### src/rtl/ss_display_scheduler.sv
// Time-shares a 4-digit seven-segment display between three requesters, with
// fade-out/fade-in handover and a minimum hold time before preemption.
module ss_display_scheduler #(
    parameter int unsigned TICK_DIV   = 100000,
    parameter int unsigned HOLD_TICKS = 500,
    parameter int unsigned FADE_STEP  = 8
) (
    input  logic        Clk,
    input  logic        Reset,
    input  logic [2:0]  Req,
    input  logic [15:0] Data0,
    input  logic [15:0] Data1,
    input  logic [15:0] Data2,
    input  logic [7:0]  Brightness,
    output logic [2:0]  Grant,
    output logic [2:0]  Released,
    output logic [3:0]  BCD3,
    output logic [3:0]  BCD2,
    output logic [3:0]  BCD1,
    output logic [3:0]  BCD0,
    output logic [7:0]  Duty,
    output logic        Busy
);

    localparam int unsigned PW = (TICK_DIV > 1) ? $clog2(TICK_DIV) : 1;
    localparam int unsigned HW = (HOLD_TICKS > 0) ? $clog2(HOLD_TICKS + 1) : 1;
    localparam logic [PW-1:0] PRE_MAX  = PW'(TICK_DIV - 1);
    localparam logic [HW-1:0] HOLD_MAX = HW'(HOLD_TICKS);
    localparam logic [8:0]    STEP9    = 9'(FADE_STEP);

    typedef enum logic [1:0] {StIdle, StFadeIn, StShow, StFadeOut} state_e;

    state_e      state_q, state_d;
    logic [PW-1:0] pre_q;
    logic        tick;
    logic [HW-1:0] hold_q, hold_d;
    logic [1:0]  owner_q, owner_d;
    logic [2:0]  grant_q, grant_d;
    logic [2:0]  rel_q, rel_d;
    logic [7:0]  duty_q, duty_d;
    logic [15:0] bcd_q, bcd_d;

    logic        own_req, higher_req;
    logic [8:0]  sum;
    logic [7:0]  inc_duty, dec_duty, out_duty;
    logic [15:0] data_sel;

    function automatic logic [1:0] pick(input logic [2:0] r);
        if (r[2]) return 2'd2;
        if (r[1]) return 2'd1;
        return 2'd0;
    endfunction

    function automatic logic [2:0] onehot(input logic [1:0] i);
        return 3'b001 << i;
    endfunction

    assign tick = (pre_q == PRE_MAX);

    always_ff @(posedge Clk) begin
        if (!Reset) pre_q <= '0;
        else        pre_q <= tick ? '0 : pre_q + PW'(1);
    end

    always_comb begin
        own_req    = 1'b0;
        higher_req = 1'b0;
        case (owner_q)
            2'd0:    begin own_req = Req[0]; higher_req = |Req[2:1]; end
            2'd1:    begin own_req = Req[1]; higher_req = Req[2];    end
            2'd2:    begin own_req = Req[2]; higher_req = 1'b0;      end
            default: begin own_req = 1'b0;   higher_req = 1'b0;      end
        endcase
    end

    // 9-bit arithmetic so a full-scale step cannot wrap past Brightness or 0.
    assign sum      = {1'b0, duty_q} + STEP9;
    assign inc_duty = (sum > {1'b0, Brightness}) ? Brightness : sum[7:0];
    assign dec_duty = ({1'b0, duty_q} > STEP9) ? (duty_q - STEP9[7:0]) : 8'd0;
    assign out_duty = tick ? dec_duty : duty_q;

    always_comb begin
        state_d = state_q;
        owner_d = owner_q;
        grant_d = grant_q;
        rel_d   = '0;
        duty_d  = duty_q;
        hold_d  = hold_q;
        unique case (state_q)
            StIdle: begin
                if (|Req) begin
                    owner_d = pick(Req);
                    grant_d = onehot(pick(Req));
                    hold_d  = '0;
                    state_d = StFadeIn;
                end
            end
            StFadeIn: begin
                grant_d = onehot(owner_q);
                if (!own_req) begin
                    state_d = StFadeOut;
                end else if (Brightness <= duty_q) begin
                    duty_d  = Brightness;
                    state_d = StShow;
                end else if (tick) begin
                    duty_d = inc_duty;
                    if (inc_duty == Brightness) state_d = StShow;
                end
            end
            StShow: begin
                grant_d = onehot(owner_q);
                duty_d  = Brightness;
                if (tick && hold_q != HOLD_MAX) hold_d = hold_q + HW'(1);
                if (!own_req || (higher_req && hold_q == HOLD_MAX)) state_d = StFadeOut;
            end
            StFadeOut: begin
                grant_d = onehot(owner_q);
                duty_d  = out_duty;
                // Grant drops with the release; a new owner's grant follows a cycle later.
                if (out_duty == 8'd0) begin
                    rel_d   = onehot(owner_q);
                    grant_d = '0;
                    hold_d  = '0;
                    if (|Req) begin
                        owner_d = pick(Req);
                        state_d = StFadeIn;
                    end else begin
                        state_d = StIdle;
                    end
                end
            end
            default: state_d = StIdle;
        endcase
    end

    always_comb begin
        case (owner_d)
            2'd2:    data_sel = Data2;
            2'd1:    data_sel = Data1;
            default: data_sel = Data0;
        endcase
        bcd_d = (grant_d != 3'b000) ? data_sel : bcd_q;
    end

    always_ff @(posedge Clk) begin
        if (!Reset) begin
            state_q <= StIdle;
            owner_q <= 2'd0;
            grant_q <= '0;
            rel_q   <= '0;
            duty_q  <= '0;
            hold_q  <= '0;
            bcd_q   <= '0;
        end else begin
            state_q <= state_d;
            owner_q <= owner_d;
            grant_q <= grant_d;
            rel_q   <= rel_d;
            duty_q  <= duty_d;
            hold_q  <= hold_d;
            bcd_q   <= bcd_d;
        end
    end

    assign Grant    = grant_q;
    assign Released = rel_q;
    assign Duty     = duty_q;
    assign {BCD3, BCD2, BCD1, BCD0} = bcd_q;
    assign Busy     = (state_q != StIdle);

endmodule

### config.mk
export PLATFORM = sky130hd
export DESIGN_NAME = ss_display_scheduler
export DESIGN_NICKNAME = d
export VERILOG_FILES = /design/src/rtl/ss_display_scheduler.sv
export SDC_FILE = /design/constraint.sdc
export NUM_CORES = 1
export LEC_CHECK = 0
export ABC_AREA = 0
export BUFFER_PORTS_ARGS = -buffer_cell sky130_fd_sc_hd__buf_2
export CAP_MARGIN = 10
export CORE_MARGIN = 2
export CORE_UTILIZATION = 45
export CTS_BUF_LIST = sky130_fd_sc_hd__clkbuf_4
export DETAILED_ROUTE_END_ITERATION = 16
export PLACE_DENSITY_LB_ADDON = 0.05
export SYNTH_ARGS = -nofsm -noshare
export SYNTH_HDL_FRONTEND = slang
export SYNTH_SLANG_ARGS = --single-unit
### constraint.sdc
create_clock -name Clk -period 3.7 [get_ports Clk]
set_input_delay 0.185 -clock Clk [delete_from_list [all_inputs] [get_ports Clk]]
set_output_delay 0.185 -clock Clk [all_outputs]
set_load 0.1 [all_outputs]
# --- Word-level counts from Yosys, hierarchy flattened ---
# Index checks and enable logic that the tools add are counted.
classes:
  n_addsub: 4
  order_cmp: 3
  shift: 2
  muxes: 51
  n_eq_ne: 19
  bitwise: 1
  reduce_logical: 19
ops:
  columns: ["op", "n"]
  rows:
  - ["$mux 8", 6]
  - ["$mux 2", 18]
  - ["$pmux 16 s2", 1]
  - ["$mux 9", 3]
  - ["$pmux 9 s3", 1]
  - ["$pmux 8 s3", 1]
  - ["$add 17x1->17 const B", 1]
  - ["$eq 17x17->1 const B", 1]
  - ["$mux 1", 14]
  - ["$ne 2x2->1 const B", 5]
  - ["$add 8x4->9 const B", 1]
  - ["$add 9x1->9 const B", 1]
  - ["$eq 9x9->1 const B", 1]
  - ["$gt 9x8->1", 1]
  - ["$ne 9x9->1 const B", 1]
  - ["$pmux 3 s3", 1]
  - ["$reduce_bool 3->1", 3]
  - ["$eq 2x2->1 const B", 4]
  - ["$eq 8x8->1", 1]
  - ["$gt 8x4->1 const B", 1]
  - ["$le 8x8->1", 1]
  - ["$logic_not 8->1", 1]
  - ["$ne 4x4->1 const B", 2]
  - ["$pmux 2 s4", 1]
  - ["19 further kinds", 28]
totals:
  output_inout_bits: 31
  register_bits: 60

# --- Depth between registers and ports, before layout ---
# Gate-level depths: netlist (run 1).
logic_depth:
  word_depth: 17
  ltp_mapped: 17
  depth_no_buf: 14

# --- Worst setup path after synthesis (run 1) ---
# No wires, ideal clock.
synth_path:
  kind: "reg2reg"
  startpoint: "register duty_q[3] (netlist: Duty[3])"
  endpoint: "register bcd_q[10]"
  period_less_slack_ps: 3936
  slack_ps: -236
  n_path_buf: 3
  t_required_ps: 3630
  stages_incl_launch_ff: 18
  setup_time_ps: 70
  t_arrival_ps: 3866
  cell_sequence: "dfxtp_1 -> buf_2 -> inv_1 -> ha_1 -> nand2b_1 -> a41oi_2 -> nor3_4 -> a2bb2oi_4 -> nand3_1 -> a32o_1 -> inv_1 -> ha_1 -> clkbuf_1 -> clkbuf_1 -> a22oi_1 -> o21ai_0 -> o21ai_0 -> a21boi_1"
synth_between:
  elab_chain_len: 8
  word_cells_on_any_way: 13
  classes_between: "add/sub: 1; order compare: 1; eq/ne: 2; mux: 7; reduce/logical: 2"
synth_rtl:
  columns: ["element", "line_no", "text"]
  rows:
  - ["start, declared", "40", "logic [7:0] duty_q, duty_d;"]
  - ["start signal, assigned", "159", "duty_q <= duty_d;"]
  - ["$sub 8x4->8 / $gt 8x4->1 (equally long branches)", "79", "assign dec_duty = ({1'b0, duty_q} > STEP9) ? (duty_q - STEP9[7:0]) : 8'd0;"]
  - ["$mux 8", "79", null]
  - ["$mux 8 (*)", "80", "assign out_duty = tick ? dec_duty : duty_q;"]
  - ["$logic_not 8->1 (*)", "120", "if (out_duty == 8'd0) begin"]
  - ["$mux 2 (*)", "120", null]
  - ["$pmux 2 s2 (*)", "89", "unique case (state_q)"]
  - ["net owner_d[0]", "37", "logic [1:0] owner_q, owner_d;"]
  - ["$eq 2x1->1 / $eq 2x2->1 (equally long branches)", "137", "case (owner_d)"]
  - ["$pmux 16 s2 (*)", "137", null]
  - ["end signal, assigned", "153", "bcd_q <= '0;"]
  - ["end signal, assigned", "161", "bcd_q <= bcd_d;"]
  - ["end, declared", "41", "logic [15:0] bcd_q, bcd_d;"]
# Mark *: on every way through the listed nets, which the timed path passes. The rest lies on a longest branch.
# A chain may end at the register's enable or synchronous reset.

# --- Final worst setup path (run 1) ---
layout_path:
  startpoint: "register pre_q[0]"
  endpoint: "register bcd_q[4]"
layout_between:
  elab_chain_len: 7
  word_cells_on_any_way: 11
  classes_between: "eq/ne: 3; mux: 6; reduce/logical: 2"
layout_rtl:
  columns: ["element", "line_no", "text"]
  rows:
  - ["start, declared", "34", "logic [PW-1:0] pre_q;"]
  - ["start signal, assigned", "62", "else pre_q <= tick ? '0 : pre_q + PW'(1);"]
  - ["$eq 17x17->1 (*)", "58", "assign tick = (pre_q == PRE_MAX);"]
  - ["$mux 8 (*)", "80", null]
  - ["$logic_not 8->1 (*)", "120", null]
  - ["$mux 2 (*)", "120", null]
  - ["$pmux 2 s2 (*)", "89", null]
  - ["net owner_d[0]", "37", null]
  - ["$eq 2x1->1 / $eq 2x2->1 (equally long branches)", "137", null]
  - ["$pmux 16 s2 (*)", "137", null]
# Marks and branches as above.

==> impl_metrics.tcl, run 1 <==
set metrics [dict create \
    die_h_um 101 \
    max_freq_mhz 289 \
    synth_commonest_cells "dfxtp_1, o21ai_0, nand2_1" \
    fp-row-count 35 \
    worstMarginPinSlew_ns 0.774 \
    synth_top_cells_by_area "dfxtp_1, ha_1, o21ai_0" \
    grtUsageMet2_pct 36.4 \
    cts_tree "built" \
    outcome "complete, no violations" \
    via_count 4105 \
    startpoint "pre_q[0]" \
    seq_power_share_pct 22.4 \
    drtPass1Iterations 4 \
    fin_cells 728 \
    pin_count 92 \
    io_buffer_count 91 \
    period_share_pct 93.4 \
    coreArea_um2 9150 \
    maxCapViolCount 0 \
    worst_ir_drop_vdd_uv 614 \
    synth_ff_type "dfxtp_1" \
    synth.top_cell.area_share_pct 28.6 \
    htree_levels 3 \
    crit_family "compound AO/OA/AOI/OAI gates" \
    clk_pin_slew_ns 0.12 \
    drtIter0Drc 170 \
    crit_arrival_ns 3.79 \
    ant_nets 0 \
    drc_errors 0 \
    grt_use_met3_pct 4.44 \
    grt_max_degree 44 \
    synth_largest_area_cell "dfxtp_1" \
    die_area_um2 10100 \
    skew_ns 0.0162 \
    synth_compound_gate_area_share_pct 27.3 \
    grt_use_total_pct 21.6 \
    r2r-start "pre_q[0]" \
    p_switching_mw 2.47 \
    dpl.cell_count 710 \
    synthMuxAreaShare_pct 1.49 \
    hpwl_um 7920 \
    hold_violations 0 \
    cp_cell_sequence "ha_1 > and4_1 > and4_2 > a31oi_2 > or2_2 > o41ai_4 > a32o_1 > inv_1 > ha_1 > buf_4 > o21ai_0 > o21ai_0 > a21boi_0" \
    r2r_end "bcd_q[4]" \
    clock_latency_ns 0.41 \
    syn_area_per_cell_um2 8.02 \
    drive_above_1_share_pct 23.8 \
    die_x_um 101 \
    max_stage_delay_ns 0.38 \
    fin_nets 701 \
    syn_area_um2 4200 \
    post_drt_wl_per_cell_um 14.9 \
    yosys.area_share.simple_pct 23.0 \
    hold_class "in -> reg" \
    synth_xor_area_share_pct 5.42 \
    slew_headroom_pct 48.0 \
    synth_warnings 0 \
    postLayoutCoreUtil_pct 54.1 \
    grt_pass1_wl_um 17900 \
    hold_start "Brightness[0]" \
    antenna_found_initial 0 \
    reg2reg_depth 13 \
    endpoint_kind "flop" \
    finalSetupViolCount 0 \
    p_leak_nw 2.09 \
    grt_use_met1_pct 28.2 \
    final.setup.worst_slack_ns 0.243 \
    critPathKind "reg -> reg" \
    synth_edf_count 0 \
    whs_ns 0.101 \
    clk_path_buf_depth 2 \
    pre_cts_slack_ns 0.0879 \
    setup_tns_ns 0 \
    crit_path_start_kind "flop" \
    grt_pass1_vias 3850 \
    min_path_cells 3 \
    p_int_mw 1.73 \
    grt-ovfl-total 0 \
    synth_nets 613 \
    async_reset_ff_share_pct 0 \
    cp_slowest_cell "dfxtp_1" \
    worstPathRequired_ns 4.04 \
    syn_to_final_growth_pct 17.8 \
    top_usage_layer "met2" \
    gp_congestion 0.854 \
    power_frac_comb_pct 65.9 \
    root_buffer "clkbuf_4" \
    clkPwrFrac_pct 11.7 \
    ys_types 71 \
    antenna_cells 0 \
    synth_top_family_by_area "compound AO/OA/AOI/OAI gates" \
    path_buf_inv 2 \
    power_density_nw_per_um2 848 \
    cts.sinks 60 \
    slew_violations 0 \
    viasPerCell 5.64 \
    r2r_setup_slack_ns 0.24 \
    synth_seq_area_share_pct 28.6 \
    synth_cells 524 \
    wirelength_um 10800 \
    synthAdderAreaFrac_pct 8.34 \
    min_to "Duty[0]" \
    fin_crit_ns 3.46 \
    cts_buffers 9 \
    synth_seq_cells 60 \
    cp_max_fo 32 \
    sw_frac_of_total_pct 58.9 \
    start_util_pct 45.9 \
    synth_most_common_cell "dfxtp_1" \
]
-- logic make-up after synthesis --
group | Yosys count
XOR/XNOR | 26
flip-flops | 60
multiplexers | 6
AND/OR/NAND/NOR | 179
AO/OA/AOI/OAI | 165
buffers and inverters | 60
adder cells (fa/ha/maj) | 28
-- registers in the layout, indices dropped and copies added (netlist names) --
signal,count
bcd_q,16
Released,3
hold_q,9
state_q,2
Duty,8
pre_q,17
Grant,3
owner_q,2
-- power by group through the flow --
stage	sequential (mW)	clock, mW	combinational (mW)
floorplan	1.82	0	1.32
global placement	0.947	0	2.71
detailed placement	0.950	0	2.72
CTS	0.937	0.503	2.73
global route	0.960	0.534	2.99
finish	0.940	0.490	2.77
-- worst min-delay path, cell delays in order --
cell     delay, ns
buf_2         0.12
inv_1         0.07
o32ai_1       0.09
-- layout make-up --
cell class              count  area, µm²
clock buffers               9       67.6
clock inverters             7       75.1
fillers                   915       4210
inverters                  32        120
multi-input cells         404       2780
flip-flops and latches     60       1200
well taps                 111        139
repair buffers            105        561
-- how the worst max path moves through the flow --
| stage | end | slack (ns) | cells past startpoint |
|---|---|---|---|
| finish | bcd_q[4] | 0.24 | 13 |
| detailed placement | bcd_q[4] | 0.09 | 12 |
| floorplan | bcd_q[10] | 0.07 | 15 |
| CTS | bcd_q[4] | 0.04 | 12 |
| global placement | bcd_q[15] | 0.15 | 12 |
| global route | bcd_q[15] | -0.008 | 14 |
-- layout by cell type (no fill, tap or decap), types with 5 or more instances in the layout --
| cell type | synthesis | layout |
|---|---|---|
| nand2_1 | 45 | 45 |
| a21boi_1 | 10 | 10 |
| a21oi_1 | 26 | 26 |
| buf_4 | 2 | 14 |
| xnor2_1 | 11 | 11 |
| clkbuf_4 | 0 | 9 |
| nand3_1 | 35 | 35 |
| o21ai_0 | 50 | 50 |
| o31ai_1 | 7 | 7 |
| xor2_1 | 15 | 15 |
| ha_1 | 28 | 27 |
| and3_1 | 7 | 7 |
| a21boi_0 | 10 | 10 |
| nand4_1 | 7 | 7 |
| dfxtp_1 | 60 | 58 |
| inv_1 | 32 | 32 |
| a22oi_1 | 16 | 16 |
| nor3_1 | 9 | 9 |
| nor2b_1 | 6 | 6 |
| and2_1 | 7 | 7 |
| nor2_1 | 30 | 30 |
| buf_2 | 4 | 91 |
| or4_1 | 5 | 5 |
-- metrics by stage --
stage	total power, mW	area (µm²)
after global routing	4.48	4950
final	4.20	4950
after CTS	4.17	4900
after global placement	3.66	4760
after detailed placement	3.67	4760
after floorplan	3.15	4200
-- what timing repair did --
action	in CTS	in global routing
setup buffers	0	2
gates resized for setup	0	5
hold buffers	0	0
setup endpoints to repair	0	16
-- metal layers --
layer | vias up | share of wire, % | routed length (µm)
met2 | 120 | 47 | 5120
met5 | - | 0 | 0
met4 | 0 | 0.73 | 79
li1 | 2095 | - | -
met3 | 7 | 4.8 | 525
met1 | 1883 | 47 | 5110
(Power assumes the default switching activity.)
==> inputs of run 2 (changes only) <==
--- a/config.mk
+++ b/config.mk
@@ -8,9 +8,8 @@
 export ABC_AREA = 0
 export BUFFER_PORTS_ARGS = -buffer_cell sky130_fd_sc_hd__buf_2
 export CAP_MARGIN = 10
-export CORE_MARGIN = 2
+export CORE_MARGIN = 8
 export CORE_UTILIZATION = 45
-export CTS_BUF_LIST = sky130_fd_sc_hd__clkbuf_4
 export DETAILED_ROUTE_END_ITERATION = 16
 export PLACE_DENSITY_LB_ADDON = 0.05
 export SYNTH_ARGS = -nofsm -noshare
==> impl_metrics.tcl, run 2 (synthesized netlist as in run 1, its figures left out) <==
set metrics [dict create \
    viasPerCell 5.71 \
    critPathKind "reg -> reg" \
    via_count 4136 \
    skew_ns 0.0154 \
    rsz0062_at_grt "false" \
    fin_nets 697 \
    root_buffer "clkbuf_8" \
    regMostFlops "pre_q" \
    drc_errors 0 \
    coreArea_um2 9150 \
    fin_cells 724 \
    worst_ir_drop_vdd_uv 680 \
    grt-ovfl-total 0 \
    grt_max_degree 44 \
    grt_use_met1_pct 21.9 \
    slew_headroom_pct 47.7 \
    p_leak_nw 2.10 \
    holdBufCountCts 0 \
    start_util_pct 45.9 \
    worstMarginPinSlew_ns 0.779 \
    fin_crit_ns 3.33 \
    antenna_found_initial 0 \
    outcome "complete, no violations" \
    total_power_mw 4.31 \
    io_buffer_count 91 \
    max_freq_mhz 300 \
    drive_above_1_share_pct 22.7 \
    antenna_cells 0 \
    syn_to_final_growth_pct 18.1 \
    largest_reg_flops 17 \
    drtIter0Drc 272 \
    die_x_um 113 \
    gp_congestion 0.830 \
    grt_pass1_vias 4062 \
    pin_count 92 \
    cts.sinks 60 \
    crit_path_start_kind "flop" \
    final.setup.worst_slack_ns 0.365 \
    slew_violations 0 \
    final_cell_mix "buf_2, dfxtp_1, o21ai_0, nand2_1, nand3_1" \
    hold_class "in -> reg" \
    post_cts_buffers 0 \
    reg_top3 "pre_q (17), bcd_q (16), hold_q (9)" \
    placed_area_um2 4760 \
    power_density_nw_per_um2 869 \
    reg2reg_depth 13 \
    die_h_um 113 \
    maxCapViolCount 0 \
    grt_use_total_pct 17.8 \
    fin_area_um2 4960 \
    whs_ns 0.177 \
    dpl.cell_count 708 \
    clock_latency_ns 0.35 \
    wirelength_um 11300 \
    clk_path_buf_depth 2 \
    grt_use_met3_pct 4.51 \
    post_drt_wl_per_cell_um 15.6 \
    worstPathRequired_ns 3.97 \
    drtPass1Iterations 6 \
    setup_tns_ns 0 \
    finalSetupViolCount 0 \
    cp_max_fo 32 \
    htree_levels 3 \
    grt_pass1_wl_um 18900 \
    top_usage_layer "met2" \
    cts_buffers 9 \
    post_cts_resized 0 \
    final_common_cell "buf_2" \
    cts_tree "built" \
    hold_violations 0 \
    fp-row-count 35 \
    grtUsageMet2_pct 29.4 \
    endpoint_kind "flop" \
    min_path_cells 3 \
    clk_pin_slew_ns 0.07 \
    period_share_pct 90.1 \
    crit_arrival_ns 3.60 \
    postLayoutCoreUtil_pct 54.2 \
    die_area_um2 12700 \
    ant_nets 0 \
    pre_cts_slack_ns 0.365 \
    hpwl_um 8440 \
]
-- run 2: cell count changes in the layout (fill, tap and decap cells not counted), sizes merged --
cell / before / now
buf: 105 / 101
-- run 2: path summary, 6_finish.rpt --
check	from	to	slack, ns
setup / recovery	pre_q[0]	bcd_q[3]	0.37
hold / removal	Brightness[0]	Duty[0]	0.18
setup reg to reg	pre_q[0]	bcd_q[3]	0.37
hold reg to reg	bcd_q[9]	bcd_q[9]	0.46
-- run 2: critical path, cell delays in order, from the launching register on --
cell      delay [ns]
dfxtp_1         0.36
ha_1            0.22
and4_1          0.27
and4_1          0.31
a31oi_2         0.14
or2_2           0.35
o41ai_2         0.33
a32o_1          0.26
inv_1           0.05
ha_1            0.32
buf_12          0.17
o21ai_0         0.17
o21ai_0         0.10
a21boi_0        0.19
-- run 2: layout make-up --
type | count | area (µm²)
clock buffer | 9 | 124
sequential | 60 | 1200
multi-input combinational | 404 | 2750
fill | 904 | 4190
tap | 111 | 139
clock inverter | 7 | 75.1
timing repair buffer | 101 | 543
inverter | 32 | 120
-- run 2: per-layer routing --
layer | part of all wire (%) | vias to the layer above
met4 | 1.5 | 0
li1 | - | 2100
met3 | 5.7 | 17
met2 | 46 | 130
met1 | 47 | 1889
met5 | 0 | -
-- run 2: report_power, final --
part	switching [mW]	internal [mW]	total [mW]
registers	0.145	0.797	0.942
clock network	0.297	0.314	0.611
logic	2.03	0.720	2.76
==> inputs of run 3 (changes only) <==
==> constraint.sdc (replaced) <==
create_clock -name Clk -period 3.35 [get_ports Clk]
set_input_delay 0.1675 -clock Clk [delete_from_list [all_inputs] [get_ports Clk]]
set_output_delay 0.1675 -clock Clk [all_outputs]
set_load 0.1 [all_outputs]
==> impl_metrics.tcl, run 3 (synthesized netlist as in run 1, its figures left out) <==
set metrics [dict create \
    outcome "complete, no violations" \
    slew_headroom_pct 48.5 \
    clk_path_buf_depth 2 \
    fin_nets 710 \
    wirelength_um 11500 \
    crit_arrival_ns 3.44 \
    fin_cells 737 \
    p_leak_nw 2.19 \
    critPathKind "reg -> reg" \
    worst_ir_drop_vdd_uv 779 \
    endpoint_kind "flop" \
    antenna_cells 0 \
    clock_latency_ns 0.34 \
    drive_above_1_share_pct 27.2 \
    start_util_pct 45.9 \
    gp_congestion 0.866 \
    dpl.cell_count 717 \
    pre_cts_slack_ns -0.0259 \
    drtIter0Drc 202 \
    cts_tree "built" \
    grt_max_degree 44 \
    postLayoutCoreUtil_pct 56.6 \
    worstPathRequired_ns 3.62 \
    worstMarginPinSlew_ns 0.773 \
    cts_buffers 9 \
    power_density_nw_per_um2 959 \
    antenna_found_initial 0 \
    drc_errors 0 \
    die_area_um2 12700 \
    skew_ns 0.0145 \
    coreArea_um2 9150 \
    via_count 4126 \
    fin_crit_ns 3.17 \
    largest_reg_flops 17 \
    grt_pass1_wl_um 19100 \
    syn_to_final_growth_pct 23.4 \
    grt-ovfl-total 0 \
    final_common_cell "buf_2" \
    die_h_um 113 \
    max_freq_mhz 315 \
    die_x_um 113 \
    reg2reg_depth 13 \
    cp_max_fo 16 \
    max_stage_delay_ns 0.37 \
    cp_cell_sequence "ha_4 > and4_4 > and4_4 > a31oi_2 > or2_2 > nor4_1 > a2bb2oi_2 > inv_1 > ha_2 > clkbuf_16 > o21ai_0 > o21ai_0 > a21boi_1" \
    finalSetupViolCount 0 \
    pin_count 92 \
    startpoint "pre_q[1]" \
    crit_path_start_kind "flop" \
    period_share_pct 94.7 \
    htree_levels 3 \
    cp_slowest_cell "dfxtp_2" \
    hold_class "in -> reg" \
    placed_area_um2 4840 \
    final-seq-area_um2 1210 \
    r2r_end "bcd_q[12]" \
    r2r-start "pre_q[1]" \
    fin_area_um2 5180 \
    hold_violations 0 \
    root_buffer "clkbuf_8" \
    hpwl_um 8500 \
    fillCellCount 868 \
    grt_use_total_pct 18.0 \
    viasPerCell 5.60 \
    regMostFlops "pre_q" \
    ant_nets 0 \
    reg_top3 "pre_q (17), bcd_q (16), hold_q (9)" \
    final.setup.worst_slack_ns 0.177 \
    fp-row-count 35 \
    r2r_setup_slack_ns 0.18 \
    grt_pass1_vias 4165 \
    worstSetupEndpoint "bcd_q[12]" \
    drtPass1Iterations 5 \
    maxCapViolCount 0 \
    cts.sinks 60 \
    slew_violations 0 \
    post_drt_wl_per_cell_um 15.6 \
    setup_tns_ns 0 \
    clk_pin_slew_ns 0.08 \
    final_cell_mix "buf_2, dfxtp_1, o21ai_0, nand2_1, nand3_1" \
    multi_input_area_um2 2850 \
    io_buffer_count 91 \
    min_path_cells 3 \
]
-- run 3: cell types whose count changed in the layout (fill, tap and decap cells not counted), sizes merged --
cell | before | now
buf | 101 | 113
clkbuf | 9 | 10
-- run 3: worst min path at each step --
stage	startpoint	end	slack [ns]
after global placement	pre_q[0]	pre_q[0]	0.44
after global routing	Brightness[7]	Duty[7]	0.15
after detailed placement	pre_q[0]	pre_q[0]	0.45
after floorplan	Brightness[7]	Duty[7]	0.32
after CTS	Brightness[7]	Duty[7]	0.12
final	Brightness[7]	Duty[7]	0.14
-- run 3: repair_timing --
action                                  in CTS  in global routing
resized for setup                            1                 25
hold buffers                                 0                  0
gates cloned                                 0                  1
buffers inserted                             0                  3
endpoints found under the setup margin      16                 16
pin swaps                                    0                  9
-- run 3: final cells by class --
class	count	share of cell area (%)
clock buffer	9	2.39
inverter	32	2.32
clock inverter	7	1.45
timing repair buffer	114	12.8
tap	111	2.68
multi-input combinational	404	54.9
sequential	60	23.4
-- run 3: worst max-delay path, delay by kind of cell, from the launching register on --
kind            cells  cell delay [ns]
simple gates        4             1.17
compound gates      5             0.83
fa+ha+maj           2             0.47
flops               1             0.37
buf+inv             2             0.26
-- run 3: routing by layer --
metal  global-route usage, %  share of wire, %  routed length (µm)  vias to the layer above
met5                       0                 0                   0                        -
met4                    5.49              0.91                 105                        0
met3                    5.42               6.1                 703                        8
met2                    29.8                47                5410                      124
met1                    21.9                46                5290                     1885
li1                        -                 -                   -                     2109
-- run 3: where the power goes --
part	internal, mW	total (mW)	switching, mW
Sequential	0.886	1.06	0.169
Clock	0.347	0.674	0.326
Combinational	0.937	3.24	2.30
Total	2.17	4.97	2.80
-- run 3: stage by stage --
stage / total power, mW / hold WS (ns)
final: 4.97 / 0.139
after global routing: 5.31 / 0.150
after CTS: 4.83 / 0.120
after detailed placement: 4.14 / 0.450
after global placement: 4.13 / 0.439
after floorplan: 3.49 / 0.315
